`src/rtl/uart_tx.sv`:
```
// UART transmitter: start / 8 data (LSB first) / optional parity / stop frame.
// Latency: start bit appears one cycle after acceptance; tx_done one cycle after the stop bit.
// Backpressure: tx_start is only honoured in IDLE; requests while busy are dropped, not queued.
module uart_tx #(
  parameter int CLKS_PER_BIT = 8,
  parameter int PARITY_EN    = 1,
  parameter int PARITY_ODD   = 0
) (
  input  logic       clock,
  input  logic       reset,
  input  logic       tx_start,
  input  logic [7:0] tx_data,
  output logic       tx_out,
  output logic       tx_busy,
  output logic       tx_done
);

  localparam int BW = (CLKS_PER_BIT > 1) ? $clog2(CLKS_PER_BIT) : 1;
  localparam logic [BW-1:0] BAUD_LAST = BW'(CLKS_PER_BIT - 1);

  typedef enum logic [2:0] {
    S_IDLE   = 3'd0,
    S_START  = 3'd1,
    S_DATA   = 3'd2,
    S_PARITY = 3'd3,
    S_STOP   = 3'd4
  } state_t;

  state_t        state_q, state_d;
  logic [BW-1:0] baud_q, baud_d;
  logic [2:0]    bit_q, bit_d;
  logic [7:0]    shift_q, shift_d;
  logic          parity_q, parity_d;
  logic          fin_q, fin_d;
  logic          tx_out_q, tx_out_d;
  logic          tx_busy_q, tx_busy_d;
  logic          tx_done_q, tx_done_d;
  logic          bit_end;

  // Last clock of the current serial bit.
  assign bit_end = (baud_q == BAUD_LAST);

  // State register; reset aborts any frame in flight.
  always_ff @(posedge clock or negedge reset) begin
    if (!reset) begin
      state_q <= S_IDLE;
    end else begin
      state_q <= state_d;
    end
  end

  // Next-state logic: every transition out of a bit state happens on its last clock.
  always_comb begin
    state_d = state_q;
    case (state_q)
      S_IDLE:   if (tx_start) state_d = S_START;
      S_START:  if (bit_end) state_d = S_DATA;
      S_DATA:   if (bit_end && (bit_q == 3'd7)) state_d = (PARITY_EN != 0) ? S_PARITY : S_STOP;
      S_PARITY: if (bit_end) state_d = S_STOP;
      S_STOP:   if (bit_end) state_d = S_IDLE;
      default:  state_d = S_IDLE;
    endcase
  end

  // Output logic, decoded from the current state and registered below so the line lags state by one clock.
  always_comb begin
    tx_out_d  = 1'b1;
    tx_busy_d = (state_q != S_IDLE);
    fin_d     = (state_q == S_STOP) && bit_end;
    tx_done_d = fin_q;
    case (state_q)
      S_START:  tx_out_d = 1'b0;
      S_DATA:   tx_out_d = shift_q[0];
      S_PARITY: tx_out_d = parity_q;
      default:  tx_out_d = 1'b1;
    endcase
  end

  // Datapath next values: baud counter, bit index, shift register and captured parity.
  always_comb begin
    baud_d   = (state_q == S_IDLE || bit_end) ? '0 : baud_q + BW'(1);
    bit_d    = bit_q;
    shift_d  = shift_q;
    parity_d = parity_q;
    if (state_q == S_IDLE) begin
      bit_d = 3'd0;
      if (tx_start) begin
        shift_d  = tx_data;
        parity_d = (^tx_data) ^ (PARITY_ODD != 0);
      end
    end else if (state_q == S_DATA && bit_end) begin
      bit_d   = bit_q + 3'd1;
      shift_d = {1'b0, shift_q[7:1]};
    end
  end

  // Datapath and output registers; the line idles high out of reset.
  always_ff @(posedge clock or negedge reset) begin
    if (!reset) begin
      baud_q    <= '0;
      bit_q     <= 3'd0;
      shift_q   <= 8'd0;
      parity_q  <= 1'b0;
      fin_q     <= 1'b0;
      tx_out_q  <= 1'b1;
      tx_busy_q <= 1'b0;
      tx_done_q <= 1'b0;
    end else begin
      baud_q    <= baud_d;
      bit_q     <= bit_d;
      shift_q   <= shift_d;
      parity_q  <= parity_d;
      fin_q     <= fin_d;
      tx_out_q  <= tx_out_d;
      tx_busy_q <= tx_busy_d;
      tx_done_q <= tx_done_d;
    end
  end

  assign tx_out  = tx_out_q;
  assign tx_busy = tx_busy_q;
  assign tx_done = tx_done_q;

endmodule
```
`config.mk`:
```
export PLATFORM = sky130hd
export DESIGN_NAME = uart_tx
export DESIGN_NICKNAME = d
export VERILOG_FILES = /design/src/rtl/uart_tx.sv
export SDC_FILE = /design/constraint.sdc
export NUM_CORES = 1
export LEC_CHECK = 0
export CAP_MARGIN = 20
export CORE_ASPECT_RATIO = 1.25
export CORE_MARGIN = 5
export CORE_UTILIZATION = 40
export DETAILED_ROUTE_END_ITERATION = 7
export SETUP_SLACK_MARGIN = 0.3
export SLEW_MARGIN = 5
export SYNTH_ARGS = -nofsm -noshare
export SYNTH_HDL_FRONTEND = slang
export SYNTH_SLANG_ARGS = --single-unit
```
`constraint.sdc`:
```
create_clock -name clock -period 3.9 [get_ports clock]
set_clock_uncertainty 0.1 [all_clocks]
set_input_delay 0.585 -clock clock [delete_from_list [all_inputs] [get_ports clock]]
set_output_delay 0.585 -clock clock [all_outputs]
set_load 0.02 [all_outputs]
```
* After elaboration in Yosys (flattened, before gate mapping)
Index checks and enable logic that the tools add are counted.
** Storage, ports and cells
- Register bits after elaboration :: 22
- Input bits :: 11
- Logic and storage cells :: 46
** Cells by class
- Add/subtract/negate cells :: 2
- Eq/ne operators :: 11
- Muxes and demuxes :: 13
- Reduce and logical (&&, ||, !) cells :: 11
** Operators with widths (number)
- 3-bit 2-to-1 mux :: 8
- 8-bit 2-to-1 mux :: 3
- 3-bit case mux with 5 select lines :: 1
- 2-bit inequality test (second input constant) :: 5
- 3-bit == test (second input constant) :: 3
- 8-bit XOR reduction :: 1
- 3-bit by 1-bit adder with 3-bit output (second input constant) :: 2
- 3-bit by 2-bit == test with 1-bit output (second input constant) :: 2
- 5-bit AND reduction :: 1
- 2-bit AND reduction :: 2
- 3-bit by 1-bit == test with 1-bit output (second input constant) :: 1
- 1-bit logical AND :: 3
- 3-bit logical NOT :: 1
- 1-bit case mux with 3 select lines :: 1
- 3-bit nonzero test :: 1
- 2-bit nonzero test :: 1
- 1-bit logical OR :: 1

* Depth between registers and ports, before layout
- Depth after elaboration :: 4
- Mapped depth :: 7
- Mapped depth without buffers :: 6

* Worst setup path before layout
OpenSTA, ideal clock, no wires.
- Path kind :: reg-to-reg
- Start :: register baud_q[0]
- End :: register shift_q[5]
- Setup time :: 0.122 ns
- Arrival time :: 1.353 ns
- Required time :: 3.678 ns
- Slack :: 2.325 ns
- Stages on the path, launching flop included :: 8
- Path buffers :: 1
- Period minus slack after synthesis :: 1.575 ns
- Cells stage by stage :: dfrtp_1 -> ha_1 -> ha_1 -> mux2i_4 -> nor2_8 -> buf_12 -> nor2_1 -> a21oi_2
** On the way
- Cells in the longest elaborated chain, start to end :: 4
** RTL lines
- from (decl) :: line 30 : logic [BW-1:0] baud_q, baud_d;
- from (signal assigned) :: line 109 : baud_q <= baud_d;
- 3-bit == test :: line 41 : assign bit_end = (baud_q == BAUD_LAST);
- 1-bit logical AND :: line 91 : end else if (state_q == S_DATA && bit_end) begin
- 2-bit nonzero test (no line)
- 2-bit AND reduction (no line)
- to (signal assigned) :: line 111 : shift_q <= shift_d;
- to (decl) :: line 32 : logic [7:0] shift_q, shift_d;
No other way between the ends.
A chain may end at the register's enable or synchronous reset.

* Final worst setup path
- Start :: register tx_out_q, in the netlist tx_out
- End :: output tx_out
** RTL lines
- from (decl) :: line 35 : logic tx_out_q, tx_out_d;
- from (signal assigned) :: line 114 : tx_out_q <= tx_out_d;
- to (decl) :: line 13 : output logic tx_out,
No word-level cell between the ends.

==> results.md <==
- Largest net degree at the start of global routing: 23
- Sequential fraction of the synthesis area: 0.484
- TNS Setup: 0 ns
- Worst ir drop on vdd: 0.156 mV
- Main flop type after synthesis: dfrtp_1
- WHS Endpoint: tx_done
- Seq cells post-synth: 22
- CP max FO: 1
- Clk sinks: 22
- CP Capture Type: output pin
- # nets final: ~130
- Max-slew headroom: 0.404
- Setup Buffers After CTS: 0
- Clock transition at path regs: about 0.11 ns
- Buf/Inv on CP: 1
- RR Endpoint: shift_q[6]
- RSZ-0062 raised after global routing: no
- CTS tree: yes
- Io pins: 14
- WHS Path Cells: 0
- Hold Fails Final Rpt: 0
- CTS buffer count: 3
- Count leader, synth: dfrtp_1
- GRT Util Overall: 0.103
- Mapped Avg Cell Area: about 11 um2
- Drt pass-1 iters: 3
- Delay-heaviest family, CP: buffers and inverters
- Setup Viol. Count Final: 0
- Initial antenna violation count: 0
- Drt total wl: 1.75 mm
- Layout cells sized above 1: 0.142
- Yosys cell types: 31
- Root Buffer: clkbuf_4
- Critical path class: reg2out
- Post-synth EDFFs: 0
- Port bufs: 13
- Transition time of the tightest slew-check pin: roughly 0.9 ns
- Crit-path max cell delay: 0.59 ns
- Fraction of registers with async set/reset: 1.00
- CP required: roughly 3.2 ns
- DR iter-0 viols: 6
- Crit-path slowest cell: clkdlybuf4s50_1
- Final Critical Period: roughly 2.1 ns
- Crit-path cells: clkdlybuf4s50_1
- Synth warnings: 0
- Cell Count, Final, Fillers Out: 147
- Worst Slack Setup Final: between 1.5 and 2 ns
- DRC Markers: 0
- Cell count after synthesis: 101
- Largest cells by area after synthesis: dfrtp_1, mux2i_1, xnor2_1
- Lkg Pwr: between 0.6 and 0.7 nW
- DIE HEIGHT: between 60 and 70 um
- Startpoint types: register
- Outcome: complete, no violations
- Post-DP HPWL: around 1.3 mm
- Row count: 21
- PD cells: around 290 mW/mm2
- Slew Limit Fails: 0
- Layout area overhead: 14.1%
- HP Class: reg2reg
- Clock buffer depth: 2
- First-pass GRT wire length: about 3.2 mm
- Cts repair resizes: 0
- Largest area contributor in the netlist: dfrtp_1
- DP Worst Slack: a little under 2 ns
- Fmax: 476 MHz
- DR WL/cell: 11.9 um
- Net Count, Synth: 116
- Mapped cell area: approximately 0.0011 mm2
- FF-to-FF Start: state_q[1]
- CTS HTree Levels: 1
- Ant. Diodes: 0
- Worst Reg-to-Reg Cells: 4
- Placed Area: 0.00126 mm2
- CTS Hold Buffers Added: 0
- Initial Util: 0.421
- Worst R2R Setup Slack: approximately 2 ns
- Vias in the first global route: about 730
- Yosys top cell area share: 0.461
- Routability Congestion: roughly 0.73
- Hold path start: fin_q
- DR vias: about 720
- Die area: 0.00402 mm2
- Final period util: 0.539
- Max-cap viol count: 0
- Most frequent cells after synthesis: dfrtp_1, nor2_1, mux2i_1
- Total gr overflow: 0
- Die width: just under 60 um
- Detail Route Antenna Nets: 0
- Placed insts: approximately 140
- Critical path arrival: 1.42 ns
- Core footprint: about 0.0027 mm2
- Vias per Instance: between 4 and 5
- Clock Latency Late Sink: roughly 0.30 ns
- Design area: between 0.001 and 0.0015 mm2
## registers in the layout (all words and copies together) (netlist names), 3 cells and up
name     count
state_q      3
shift_q      8
baud_q       3
bit_q        3
## cell families (layout without fill, tap and decap cells)
kind of cell | count (synthesis) | in the layout | synth area share
and+or+nand+nor | 29 | 29 | 0.150
DFF | 22 | 22 | 0.484
AOI/OAI and AO/OA | 19 | 19 | 0.110
buffers and inverters | 10 | 22 | 0.0604
muxes | 9 | 9 | 0.0900
xor gates and xnor gates | 8 | 8 | 0.0615
adders and majority gates | 4 | 4 | 0.0439
## per-layer routing
metal | part of all wire | vias to the layer above | GRT usage
met1 | 0.47 | 338 | 0.127
li1 | - | 371 | -
met2 | 0.46 | 12 | 0.162
met4 | 0.012 | 0 | 0.0619
met3 | 0.049 | 2 | 0.0205
met5 | 0 | - | 0
## layout make-up
type | instances | area (um2)
flip-flops and latches | 22 | 552
repair buffers | 14 | 145
inverters | 4 | 15.0
fillers | 258 | 1410
clock buffers | 4 | 26.3
well taps | 34 | 42.5
multi-input cells | 69 | 519
## layout by cell type, fill, tap and decap left out, drive strengths merged
cell type and instances:
dfrtp 21, clkdlybuf4s50 13, nor2 12, mux2i 9
a21oi 9, xnor2 7, nand2 5, inv 4
o21ai 4, ha 4, nand3 4, clkbuf 4
a22o 3, nor3b 2, or2 2, nor3 2
a22oi 1, and3 1, a221oi 1, xor2 1
nand4b 1, a31oi 1, buf 1, dfstp 1
## through the flow
step	utilization	hold slack (ns)	total power, W
2_1_floorplan	-	0.189	0.000251
3_3_place_gp	0.465	0.238	0.000271
3_5_place_dp	0.465	0.240	0.000271
4_1_cts	0.475	0.269	0.000381
5_1_grt	0.480	0.282	0.000391
6_report	0.480	0.264	0.000371
## power by group
part	total [W]	switching (W)	internal (W)
Clock	0.000104	0.0000642	0.0000398
Sequential	0.000231	0.000000801	0.000230
Combinational	0.0000362	0.0000151	0.0000211
## worst max path at each step
stage / slack, ns / start / endpoint / depth (start not counted)
final: 1.80 / tx_out / tx_out / 1
after global routing: 1.75 / tx_out / tx_out / 1
after CTS: 1.77 / tx_out / tx_out / 1
after detailed placement: 1.96 / reset / shift_q[1] / 1
after global placement: 1.99 / reset / shift_q[2] / 1
after floorplan: 2.32 / baud_q[0] / shift_q[5] / 7
No activity file was read; power rests on OpenSTA's default activity.
